`src/rtl/multicycle_alu_if.sv`:
```
// Request/result port bundle for multicycle_alu: a valid/ready operation
// request from the operand-select logic and a valid/ready result toward the
// result bus, plus the busy indication.
interface multicycle_alu_if #(
    parameter int WIDTH = 8
);
    logic                 in_valid;
    logic                 in_ready;
    logic [2:0]           op;
    logic [WIDTH-1:0]     a;
    logic [WIDTH-1:0]     b;
    logic                 out_valid;
    logic                 out_ready;
    logic [2*WIDTH-1:0]   result;
    logic                 overflow;
    logic                 div_by_zero;
    logic                 busy;

    // Requester/consumer side of the block
    modport master (
        output in_valid, op, a, b, out_ready,
        input  in_ready, out_valid, result, overflow, div_by_zero, busy
    );

    // The ALU itself
    modport slave (
        input  in_valid, op, a, b, out_ready,
        output in_ready, out_valid, result, overflow, div_by_zero, busy
    );
endinterface

```
`src/rtl/multicycle_alu.sv`:
```
// Handshaked unsigned ALU. ADD/SUB/logic/CMP and divide-by-zero finish in one
// cycle; MUL (shift-add) and DIV (restoring) iterate for exactly WIDTH cycles.
// Each result is held on the output port until the consumer takes it, and a
// new op may be accepted in the same cycle the old result is consumed.
module multicycle_alu #(
    parameter int WIDTH = 8
) (
    input  logic             clk,
    input  logic             rst_n,
    multicycle_alu_if.slave  bus
);
    localparam int RW    = 2 * WIDTH;
    localparam int CNT_W = $clog2(WIDTH + 1);

    localparam logic [2:0] OP_ADD = 3'b000;
    localparam logic [2:0] OP_SUB = 3'b001;
    localparam logic [2:0] OP_MUL = 3'b010;
    localparam logic [2:0] OP_DIV = 3'b011;
    localparam logic [2:0] OP_AND = 3'b100;
    localparam logic [2:0] OP_OR  = 3'b101;
    localparam logic [2:0] OP_XOR = 3'b110;
    localparam logic [2:0] OP_CMP = 3'b111;

    typedef enum logic [1:0] {
        IDLE = 2'd0,
        CALC = 2'd1,
        DONE = 2'd2
    } state_t;

    state_t             state;
    logic [2:0]         op_q;
    logic [WIDTH-1:0]   b_q;
    logic [RW-1:0]      acc;
    logic [CNT_W-1:0]   cnt;
    logic [RW-1:0]      result_q;
    logic               ovf_q;
    logic               dz_q;
    logic               out_valid_q;
    logic               busy_q;

    logic               accept;
    logic               is_iter;
    logic [RW+1:0]      single_res;
    logic [WIDTH:0]     mul_sum;
    logic [RW-1:0]      mul_next;
    logic [WIDTH:0]     div_shift;
    logic               div_ok;
    logic [WIDTH-1:0]   div_rem;
    logic [RW-1:0]      div_next;
    logic [RW-1:0]      step_next;

    // Single-cycle result as {div_by_zero, overflow, result}. DIV only reaches
    // here when b==0; MUL never does.
    function automatic logic [RW+1:0] single_cycle(input logic [2:0]       f_op,
                                                   input logic [WIDTH-1:0] f_a,
                                                   input logic [WIDTH-1:0] f_b);
        logic [WIDTH:0]  sum;
        logic [RW-1:0]   res;
        logic            ovf;
        logic            dz;
        sum = {1'b0, f_a} + {1'b0, f_b};
        res = '0;
        ovf = 1'b0;
        dz  = 1'b0;
        case (f_op)
            OP_ADD: begin
                res = {{(WIDTH-1){1'b0}}, sum};
                ovf = sum[WIDTH];
            end
            OP_SUB: begin
                res = {{WIDTH{1'b0}}, f_a - f_b};
                ovf = (f_a < f_b);
            end
            OP_DIV: begin
                res = {f_a, {WIDTH{1'b1}}};
                dz  = 1'b1;
            end
            OP_AND: res = {{WIDTH{1'b0}}, f_a & f_b};
            OP_OR:  res = {{WIDTH{1'b0}}, f_a | f_b};
            OP_XOR: res = {{WIDTH{1'b0}}, f_a ^ f_b};
            OP_CMP: begin
                if (f_a > f_b)      res = {{(RW-3){1'b0}}, 3'b001};
                else if (f_a < f_b) res = {{(RW-3){1'b0}}, 3'b010};
                else                res = {{(RW-3){1'b0}}, 3'b100};
            end
            default: res = '0;
        endcase
        return {dz, ovf, res};
    endfunction

    assign accept  = bus.in_valid && bus.in_ready;
    assign is_iter = (bus.op == OP_MUL) || ((bus.op == OP_DIV) && (bus.b != '0));

    assign bus.in_ready    = (state == IDLE) || ((state == DONE) && bus.out_ready);
    assign bus.out_valid   = out_valid_q;
    assign bus.busy        = busy_q;
    assign bus.result      = result_q;
    assign bus.overflow    = ovf_q;
    assign bus.div_by_zero = dz_q;

    // One iteration step. acc holds {hi, lo}: for MUL hi is the partial
    // product and lo the remaining multiplier bits; for DIV hi is the partial
    // remainder and lo the dividend shifting into the quotient.
    always_comb begin
        single_res = single_cycle(bus.op, bus.a, bus.b);
        mul_sum    = {1'b0, acc[RW-1:WIDTH]} + (acc[0] ? {1'b0, b_q} : {(WIDTH+1){1'b0}});
        mul_next   = {mul_sum, acc[WIDTH-1:1]};
        div_shift  = acc[RW-1:WIDTH-1];
        div_ok     = (div_shift >= {1'b0, b_q});
        div_rem    = div_ok ? (div_shift[WIDTH-1:0] - b_q) : div_shift[WIDTH-1:0];
        div_next   = {div_rem, acc[WIDTH-2:0], div_ok};
        step_next  = (op_q == OP_MUL) ? mul_next : div_next;
    end

    // Control FSM with registered outputs; reset abandons any op in flight.
    always_ff @(posedge clk or negedge rst_n) begin
        if (!rst_n) begin
            state       <= IDLE;
            op_q        <= OP_ADD;
            b_q         <= '0;
            acc         <= '0;
            cnt         <= '0;
            result_q    <= '0;
            ovf_q       <= 1'b0;
            dz_q        <= 1'b0;
            out_valid_q <= 1'b0;
            busy_q      <= 1'b0;
        end else if (accept) begin
            op_q <= bus.op;
            b_q  <= bus.b;
            acc  <= {{WIDTH{1'b0}}, bus.a};
            if (is_iter) begin
                state       <= CALC;
                cnt         <= CNT_W'(WIDTH);
                busy_q      <= 1'b1;
                out_valid_q <= 1'b0;
            end else begin
                state                     <= DONE;
                {dz_q, ovf_q, result_q}   <= single_res;
                busy_q                    <= 1'b0;
                out_valid_q               <= 1'b1;
            end
        end else begin
            case (state)
                CALC: begin
                    acc <= step_next;
                    cnt <= cnt - CNT_W'(1);
                    if (cnt == CNT_W'(1)) begin
                        state       <= DONE;
                        result_q    <= step_next;
                        ovf_q       <= (op_q == OP_MUL) && (step_next[RW-1:WIDTH] != '0);
                        dz_q        <= 1'b0;
                        busy_q      <= 1'b0;
                        out_valid_q <= 1'b1;
                    end
                end
                DONE: begin
                    if (bus.out_ready) begin
                        state       <= IDLE;
                        out_valid_q <= 1'b0;
                    end
                end
                default: state <= IDLE;
            endcase
        end
    end
endmodule

```
`src/flat_wrapper.sv`:
```
// flat-port wrapper written by rule: the top's interface ports become plain ports
module multicycle_alu_flat 
#(
    parameter int WIDTH = 8
)
  (clk, rst_n, bus_in_valid, bus_op, bus_a, bus_b, bus_out_ready, bus_in_ready, bus_out_valid, bus_result, bus_overflow, bus_div_by_zero, bus_busy);
  multicycle_alu_if #(.WIDTH(WIDTH)) bus_i ();
  input  logic clk;
  input  logic rst_n;
  input wire logic [$bits(bus_i.in_valid)-1:0] bus_in_valid;
  input wire logic [$bits(bus_i.op)-1:0] bus_op;
  input wire logic [$bits(bus_i.a)-1:0] bus_a;
  input wire logic [$bits(bus_i.b)-1:0] bus_b;
  input wire logic [$bits(bus_i.out_ready)-1:0] bus_out_ready;
  output wire logic [$bits(bus_i.in_ready)-1:0] bus_in_ready;
  output wire logic [$bits(bus_i.out_valid)-1:0] bus_out_valid;
  output wire logic [$bits(bus_i.result)-1:0] bus_result;
  output wire logic [$bits(bus_i.overflow)-1:0] bus_overflow;
  output wire logic [$bits(bus_i.div_by_zero)-1:0] bus_div_by_zero;
  output wire logic [$bits(bus_i.busy)-1:0] bus_busy;
  assign bus_i.in_valid = bus_in_valid;
  assign bus_i.op = bus_op;
  assign bus_i.a = bus_a;
  assign bus_i.b = bus_b;
  assign bus_i.out_ready = bus_out_ready;
  assign bus_in_ready = bus_i.in_ready;
  assign bus_out_valid = bus_i.out_valid;
  assign bus_result = bus_i.result;
  assign bus_overflow = bus_i.overflow;
  assign bus_div_by_zero = bus_i.div_by_zero;
  assign bus_busy = bus_i.busy;
  multicycle_alu #(.WIDTH(WIDTH)) u_core (.clk(clk), .rst_n(rst_n), .bus(bus_i));
endmodule
```
`config.mk`:
```
export PLATFORM = sky130hd
export DESIGN_NAME = multicycle_alu_flat
export DESIGN_NICKNAME = d
export VERILOG_FILES = /design/src/rtl/multicycle_alu_if.sv /design/src/rtl/multicycle_alu.sv /design/src/flat_wrapper.sv
export SDC_FILE = /design/constraint.sdc
export NUM_CORES = 1
export LEC_CHECK = 0
export CORE_AREA = 3 3 142 117
export DETAILED_ROUTE_END_ITERATION = 6
export DIE_AREA = 0 0 145 120
export PLACE_DENSITY = 0.55
export SETUP_SLACK_MARGIN = 0.2
export SYNTH_ARGS = -nofsm -noshare
export SYNTH_HDL_FRONTEND = slang
export SYNTH_SLANG_ARGS = --single-unit
```
`constraint.sdc`:
```
create_clock -name clk -period 3 [get_ports clk]
set_input_delay 0.3 -clock clk [delete_from_list [all_inputs] [get_ports clk]]
set_output_delay 0.3 -clock clk [all_outputs]
set_load 0.005 [all_outputs]
```
-- Word level (Yosys, flattened, before mapping)
Cells that the tools add are included.
- equality and inequality tests: 15
- add/subtract/negate cells: 5
- mux-type cells: 37
- bitwise logic cells: 3
- reductions and logical operators: 18
- magnitude comparators: 3
- operators with widths (operator ; count):
    16-bit 2-to-1 mux ; 8
    16-bit case mux with 7 select lines ; 1
    8-bit 2-to-1 mux ; 2
    8-bit nonzero test ; 2
    8-bit subtractor ; 2
    1-bit 2-to-1 mux ; 15
    3-bit equality test, second input constant ; 4
    4-bit 2-to-1 mux ; 3
    8-bit by 8-bit adder with 9-bit output ; 1
    8-bit by 9-bit adder with 9-bit output ; 1
    3-bit by 2-bit equality test with 1-bit output, second input constant ; 3
    9-bit by 8-bit >= comparator with 1-bit output ; 1
    8-bit AND ; 1
    8-bit greater-than comparator ; 1
    8-bit less-than comparator ; 1
    2-bit 2-to-1 mux ; 4
    8-bit OR ; 1
    8-bit bitwise XOR ; 1
    2-bit AND reduction ; 3
    3-bit AND reduction ; 2
    4-bit by 1-bit equality test with 1-bit output, second input constant ; 1
    1-bit logical AND ; 4
    2-bit != test, second input constant ; 2
    1-bit case mux with 2 select lines ; 2
    13 further kinds ; 15
- register bits after elaboration: 53
- input bits: 23
- output and inout bits: 21
- logic and storage cells: 91

-- Longest topological paths before layout
Gate-level depths: netlist of run 1.
- word-level depth: 8
- depth in mapped cells: 12
- depth with buffers taken out: 12

-- Least setup slack after synthesis of run 1
Ideal clock, no wire load.
- path type: reg2reg
- from: reg u_core.acc[0]
- to: reg u_core.ovf_q (netlist: u_core.bus.overflow)
- data required time: 2.874 ns
- arrival time: 2.489 ns
- library setup time: 0.126 ns
- cell stages (with the launch flop): 12
- clock period less this slack: 2.615 ns
- path slack: 0.385 ns
- path buffers: 0
- path through: dfrtp_1 -> and2_1 -> ha_1 -> fa_1 -> a211oi_1 -> nor2_1 -> o31a_1 -> o21ai_0 -> a211oi_1 -> nor4_1 -> nand4_1 -> a221o_1
- longest elaborated chain between the ends: 8
- RTL lines (item ; RTL line ; RTL):
    from (decl) ; multicycle_alu.sv:33 ; logic [RW-1:0] acc;
    from (signal assigned) ; multicycle_alu.sv:131 ; acc <= {{WIDTH{1'b0}}, bus.a};
    from (signal assigned) ; multicycle_alu.sv:146 ; acc <= step_next;
    8-bit 2-to-1 mux ; multicycle_alu.sv:106 ; mul_sum = {1'b0, acc[RW-1:WIDTH]} + (acc[0] ? {1'b0, b_q} : {(WIDTH+1){1'b0}});
    8-bit by 9-bit adder with 9-bit output ; multicycle_alu.sv:106 ;
    16-bit 2-to-1 mux ; multicycle_alu.sv:112 ; step_next = (op_q == OP_MUL) ? mul_next : div_next;
    8-bit nonzero test ; multicycle_alu.sv:151 ; ovf_q <= (op_q == OP_MUL) && (step_next[RW-1:WIDTH] != '0);
    1-bit logical AND ; multicycle_alu.sv:151 ;
    1-bit 2-to-1 mux ; multicycle_alu.sv:148 ; if (cnt == CNT_W'(1)) begin
    1-bit 2-to-1 mux ; multicycle_alu.sv:144 ; case (state)
    1-bit 2-to-1 mux ; multicycle_alu.sv:128 ; end else if (accept) begin
    to (signal assigned) ; multicycle_alu.sv:139 ; {dz_q, ovf_q, result_q} <= single_res;
    to (signal assigned) ; multicycle_alu.sv:151 ;
    to (decl) ; multicycle_alu.sv:36 ; logic ovf_q;
Every way passes these cells. The select of a mux whose other input is x is not followed.
A chain may end at the register's enable or synchronous reset.

-- Worst setup path after layout of run 1
Ends and elaborated chain as after synthesis.

==> results.py, run 1 <==
metrics = {
    "status": {
        "status": "completed",
    },
    "placement": {
        "hpwlAfterDp_um": 12000,
        "placed_area_um2": 5500,
        "gp_congestion": 0.920,
        "io_buffers": 43,
        "dp_worst_setup_slack_ns": -0.0738,
    },
    "synthesis": {
        "ys_ff_latch": 53,
        "synthCells": 571,
        "avgSynthCellArea_um2": 7.96,
        "syn-cell-area_um2": 4540,
        "synth_edf_count": 0,
        "yosysWarnings": 0,
        "synth_cell_types": 59,
        "synth_ff_type": "dfrtp_1",
        "seq_area_frac_synth": 0.292,
        "async_flop_share": 1.00,
        "syn_nets": 643,
    },
    "grt": {
        "grt_max_degree": 49,
        "grt_overflow": 0,
        "grt_use_total": 0.177,
        "grt_first_pass_wirelength_um": 24700,
        "antenna_found_initial": 0,
        "grt_pass1_vias": 4437,
    },
    "critical_path": {
        "crit_path_end_kind": "flip-flop",
        "rr_worst_depth": 11,
        "timing.rr.end": "u_core.bus.overflow",
        "cp-start-kind": "flip-flop",
        "crit_required_ns": 3.19,
        "critical_path_class": "reg2reg",
        "reg2reg_slack_ns": 0.15,
        "cp_num_cells": 11,
        "path_buf_inv": 0,
        "crit_path_end": "u_core.bus.overflow",
        "path_max_fanout": 3,
        "arrival_ns": 3.04,
        "setup.worst_path.start": "u_core.acc[0]",
        "crit_path_top_delay_cell": "dfrtp_2",
        "critPathTopFamily": "compound AO/OA/AOI/OAI gates",
        "path_cells": "and2_1 -> ha_1 -> fa_2 -> a211oi_2 -> nor2_1 -> o31a_1 -> o21ai_1 -> a211oi_1 -> nor4_1 -> nand4_1 -> a221o_1",
        "slowest_delay_ns": 0.43,
        "r2r-start": "u_core.acc[0]",
    },
    "sta": {
        "finalClockSkew_ns": 0.00867,
        "clock.fmax_mhz": 351,
        "hold_ws_ns": 0.403,
        "relSlewSlack": 0.572,
        "rsz0062_at_grt": "true",
        "drv_slew": 0,
        "worst_slack_ns": 0.155,
        "hold_viol": 0,
        "fin_crit_sh": 0.948,
        "setup_viol": 0,
        "finalSetupTns_ns": 0,
        "fin_crit_ns": 2.85,
        "worst_pin_slew_ns": 0.643,
    },
    "floorplanning": {
        "die-area_um2": 17400,
        "num_rows": 41,
        "die_x_um": 145,
        "initial_core_util": 0.294,
        "die_h_um": 120,
        "io_pins": 44,
        "core_region_area_um2": 15400,
    },
    "drt": {
        "drc": 0,
        "drt_pass1_iterations": 6,
        "drtIter0Drc": 510,
        "routedWlPerCell_um": 17.8,
        "viasPerCell": 5.26,
        "wl_um": 15300,
        "vias": 4548,
        "postRouteAntennaNets": 0,
    },
    "pwr": {
        "p_per_area_nw_per_um2": 840,
        "irDropWorstVdd_v": 0.000379,
        "leakage_nw": 2.61,
        "switching_share": 0.438,
        "combPwrFrac": 0.599,
        "seq_power_share": 0.258,
        "power_mw": 4.85,
        "p_sw_mw": 2.12,
        "power.share.clock": 0.142,
        "p_int_mw": 2.72,
    },
    "finish": {
        "syn2layout_area_growth_pct": 26.9,
        "final_nets": 720,
        "post_route_cells_drive_above_1_share": 0.142,
        "regArea_um2": 1330,
        "multiInputGateArea_um2": 2940,
        "diodes": 0,
        "postLayoutCellArea_um2": 5770,
        "num-fill-cells": 1615,
    },
    "clock_tree": {
        "cts_tree": "built",
        "clock_latency_ns": 0.30,
        "clock_path_buffers": 2,
        "root_buffer": "clkbuf_16",
        "htreeDepth": 2,
        "clk_pin_slew_ns": 0.08,
        "numClockSinks": 53,
        "cts_made_buffers": 5,
    },
    "job": {
        "drv_cap": 0,
    },
    "worst_hold_path": {
        "hp-class": "in2reg",
    },
}
==> final cells by class <==
| type | count | share of cell area |
|---|---|---|
| Inverter | 46 | 0.0299 |
| Timing Repair Buffer | 101 | 0.154 |
| Clock inverter | 3 | 0.00759 |
| Sequential cell | 53 | 0.230 |
| Multi-Input combinational cell | 441 | 0.510 |
| Tap cell | 215 | 0.0466 |
| Clock buffer | 5 | 0.0217 |
==> power by group through the flow <==
stage	Combinational [mW]	Clock, mW	Sequential, mW
floorplan	1.76	0	1.20
finish	2.91	0.690	1.25
global route	3.22	0.735	1.29
CTS	2.85	0.699	1.25
detailed placement	2.76	0	1.27
global placement	2.72	0	1.26
==> per-layer routing <==
layer,track usage,part of all wire,vias up
met5,0,0,-
met4,0.0386,0.018,0
met3,0.0317,0.061,24
met2,0.257,0.41,170
met1,0.273,0.51,2185
li1,-,-,2169
==> kinds of logic after synthesis <==
family / share of synthesized area
adder cells (fa/ha/maj): 0.142
multiplexers: 0.0245
AO/OA/AOI/OAI: 0.252
XOR/XNOR: 0.0289
AND/OR/NAND/NOR: 0.188
flip-flops: 0.292
buffers and inverters: 0.0735
==> cells in the mapped netlist, types with 3 or more instances <==
| cell | n | area [um2] |
|---|---|---|
| nor4_1 | 6 | 37.5 |
| ha_1 | 45 | 563 |
| a31oi_1 | 12 | 75.1 |
| a21o_1 | 8 | 60.1 |
| nor2_1 | 50 | 188 |
| dfrtp_1 | 53 | 1330 |
| clkbuf_8 | 3 | 41.3 |
| inv_1 | 46 | 173 |
| o22ai_1 | 3 | 18.8 |
| and2_1 | 10 | 62.6 |
| o311ai_0 | 3 | 26.3 |
| nand2b_1 | 8 | 50.1 |
| o21ai_0 | 40 | 200 |
| o211ai_1 | 5 | 37.5 |
| nor2b_1 | 3 | 18.8 |
| nor3_1 | 7 | 35.0 |
| clkbuf_1 | 23 | 86.3 |
| buf_1 | 3 | 11.3 |
| o21bai_1 | 7 | 52.6 |
| a21oi_1 | 46 | 230 |
| xnor2_1 | 13 | 114 |
| and3_1 | 3 | 18.8 |
| or3_1 | 5 | 31.3 |
| mux2i_1 | 10 | 100 |
| fa_1 | 4 | 80.1 |
| nand3_1 | 13 | 65.1 |
| a22oi_1 | 9 | 67.6 |
| nand2_1 | 76 | 285 |
| a211oi_1 | 13 | 97.6 |
| a221oi_1 | 4 | 35.0 |
==> worst register-to-register path, cell delays in order, from the launching register on <==
cell and delay (ns):
dfrtp_2 0.43, and2_1 0.15, ha_1 0.21, fa_2 0.39, a211oi_2 0.19, nor2_1 0.10, o31a_1 0.26, o21ai_1 0.14
a211oi_1 0.10, nor4_1 0.28, nand4_1 0.17, a221o_1 0.32
==> metrics by stage <==
step,cells,util
after global placement,852,0.356
after detailed placement,852,0.356
after floorplan,571,-
after global routing,864,0.374
after CTS,864,0.371
final,864,0.374
==> state kept, by name, summed over array words and instances, names as in the netlist, 2 cells and up <==
| register | flops |
|---|---|
| u_core.acc | 16 |
| u_core.bus.result | 16 |
| u_core.b_q | 8 |
| u_core.cnt | 4 |
| u_core.op_q | 3 |
| u_core.state | 2 |
==> how the worst min path moves through the flow <==
stage | startpoint | endpoint | slack [ns] | depth (start not counted)
2_1_floorplan | rst_n | u_core.acc[0] | 0.004 | 0
3_3_place_gp | rst_n | u_core.acc[9] | 0.32 | 1
5_1_grt | bus_b[2] | u_core.b_q[2] | 0.42 | 3
4_1_cts | u_core.cnt[3] | u_core.cnt[3] | 0.48 | 1
6_report | bus_b[2] | u_core.b_q[2] | 0.40 | 3
3_5_place_dp | rst_n | u_core.b_q[2] | 0.32 | 1
==> cell usage in the layout, fill, tap and decap left out, types with 5 or more instances in the layout <==
cell type        count
a31oi_1             12
and2_1               9
a21o_1               8
nand3_1             13
o21bai_1             7
a211oi_1            12
clkdlybuf4s50_1     41
a21oi_2              6
o21ai_0             36
a21oi_1             41
ha_1                45
clkbuf_16            5
inv_1               46
or3_1                5
nor3_1               7
nand2b_1             8
o211ai_1             5
dfrtp_1             52
a22oi_1              9
nor4_1               6
xnor2_1             13
buf_4               55
nor2_1              48
nand2_1             76
mux2i_1             10
==> timing repair <==
item / in CTS / in global routing
setup endpoints to repair: 2 / 9
endpoints found under the hold margin: 19 / 0
resized for setup: 6 / 12
setup buffers: 3 / 0
hold buffers: 1 / 0
pin swaps: 3 / 6
Power figures use the tool's default switching activity.
==> run 2: changes to the inputs <==
--- a/config.mk
+++ b/config.mk
@@ -5,10 +5,10 @@
 export SDC_FILE = /design/constraint.sdc
 export NUM_CORES = 1
 export LEC_CHECK = 0
-export CORE_AREA = 3 3 142 117
+export CORE_AREA = 3 3 103 85
 export DETAILED_ROUTE_END_ITERATION = 6
-export DIE_AREA = 0 0 145 120
-export PLACE_DENSITY = 0.55
+export DIE_AREA = 0 0 106 88
+export PLACE_DENSITY = 0.88
 export SETUP_SLACK_MARGIN = 0.2
 export SYNTH_ARGS = -nofsm -noshare
 export SYNTH_HDL_FRONTEND = slang
==> run 2 against run 1 <==
Global-route usage up 13 points. Clock power down 39%. Worst hold slack worse by 0.39 ns. Sequential power about the same. Wire length down 9.3%. First-iteration DRC count up 2.0%. Die area down 46%. Cell count down 14%. Clock skew up 0.0041 ns. Via count up 1.9%. Largest cell class unchanged. Largest power group unchanged. Highest routed layer unchanged.
==> results.py, run 2 (synthesis results as in run 1) <==
metrics = {
    "status": {
        "status": "completed",
    },
    "drt": {
        "drtIter0Drc": 520,
        "routedWlPerCell_um": 18.7,
        "drt_pass1_iterations": 6,
        "vias": 4634,
        "viasPerCell": 6.23,
        "drc": 0,
        "wl_um": 13900,
        "postRouteAntennaNets": 0,
    },
    "critical_path": {
        "setup.worst_path.start": "u_core.acc[10]",
        "arrival_ns": 2.96,
        "path_max_fanout": 4,
        "cp-start-kind": "flip-flop",
        "crit_path_end_kind": "flip-flop",
        "critical_path_class": "reg2reg",
        "r2r-start": "u_core.acc[10]",
        "rr_worst_depth": 10,
        "crit_required_ns": 3.19,
    },
    "floorplanning": {
        "die_h_um": 88,
        "core_region_area_um2": 7840,
        "die-area_um2": 9330,
        "die_x_um": 106,
        "io_pins": 44,
        "num_rows": 29,
        "initial_core_util": 0.580,
    },
    "sta": {
        "setup_viol": 0,
        "drv_slew": 0,
        "hold_viol": 0,
        "relSlewSlack": 0.361,
        "finalClockSkew_ns": 0.0127,
        "fin_crit_sh": 0.923,
        "fin_crit_ns": 2.77,
        "rsz0062_at_grt": "true",
        "finalSetupTns_ns": 0,
        "hold_ws_ns": 0.00986,
        "clock.fmax_mhz": 361,
        "worst_pin_slew_ns": 0.955,
    },
    "placement": {
        "dp_cells": 733,
        "io_buffers": 43,
        "gp_congestion": 0.946,
        "hpwlAfterDp_um": 10900,
    },
    "pwr": {
        "p_int_mw": 2.49,
        "power.share.clock": 0.091,
        "power_mw": 4.60,
        "switching_share": 0.457,
        "p_sw_mw": 2.10,
        "seq_power_share": 0.272,
        "combPwrFrac": 0.637,
        "p_per_area_nw_per_um2": 843,
        "leakage_nw": 2.49,
        "irDropWorstVdd_v": 0.000441,
    },
    "clock_tree": {
        "cts_tree": "built",
        "numClockSinks": 53,
        "root_buffer": "clkbuf_8",
        "cts_made_buffers": 5,
        "clock_latency_ns": 0.31,
        "clk_pin_slew_ns": 0.10,
        "htreeDepth": 2,
        "clock_path_buffers": 2,
    },
    "grt": {
        "grt_max_degree": 38,
        "grt_use_total": 0.305,
        "antenna_found_initial": 0,
        "grt_first_pass_wirelength_um": 22500,
        "grt_overflow": 0,
        "grt_pass1_vias": 4361,
    },
    "finish": {
        "mostFrequentLayoutCells": "76 x nand2_1, 53 x dfrtp_1, 49 x nor2_1",
        "final_common_cell": "nand2_1",
        "post_route_cells_drive_above_1_share": 0.124,
        "final_nets": 707,
        "syn2layout_area_growth_pct": 20.1,
        "diodes": 0,
        "instances_no_fill": 744,
        "num-fill-cells": 653,
    },
    "worst_hold_path": {
        "hp-class": "in2async",
    },
    "job": {
        "drv_cap": 0,
    },
}
## run 2: area by class of cell
type | instances | area, um2 | area share
clock buffers | 5 | 68.8 | 0.0126
clock inverters | 3 | 25.0 | 0.00459
inverters | 46 | 173 | 0.0316
multi-input cells | 441 | 2950 | 0.541
flip-flops and latches | 53 | 1330 | 0.243
well taps | 108 | 135 | 0.0248
repair buffers | 88 | 776 | 0.142
## run 2: worst max-delay path: stages (launching register included)
cell and delay, ns:
dfrtp_1 0.46, ha_1 0.40, o211ai_1 0.16, a31oi_2 0.24, o21ba_2 0.21, nor2_1 0.09, buf_4 0.16, a22o_2 0.26
a21oi_2 0.21, nand4_1 0.15, a221o_1 0.31
## run 2: final timing paths
path | endpoint | slack (ns)
max | u_core.bus.overflow | 0.23
min | u_core.acc[13] | 0.01
max reg2reg | u_core.bus.overflow | 0.23
min reg2reg | u_core.cnt[3] | 0.49
max in group asynchronous | u_core.acc[1] | 2.21
min in group clk | u_core.cnt[3] | 0.49
## run 2: power by group through the flow
stage,registers [mW],logic (mW),clock network [mW]
6_report,1.25,2.93,0.420
5_1_grt,1.28,3.20,0.451
4_1_cts,1.24,2.79,0.419
3_5_place_dp,1.26,2.72,0
3_3_place_gp,1.24,2.65,0
2_1_floorplan,1.20,1.76,0
## run 2: routing by layer
layer  part of all wire  global-route usage  vias up
li1                   -                   -     2144
met1               0.44               0.431     2167
met2               0.42               0.461      272
met3               0.11              0.0833       51
met4              0.030              0.0894        0
met5                  0                   0        -
## run 2: repair_timing
item,CTS,global route
buffers inserted,3,0
gates resized for setup,4,11
hold buffers,0,0
endpoints found under the setup margin,1,3
pin swaps,3,5
## run 2: stage by stage
stage	worst slack, ns	area [um2]	utilization
2_1_floorplan	0.385	4540	-
3_3_place_gp	0.159	5270	0.673
3_5_place_dp	0.108	5270	0.673
4_1_cts	0.202	5400	0.689
5_1_grt	0.148	5460	0.696
6_report	0.232	5460	0.696
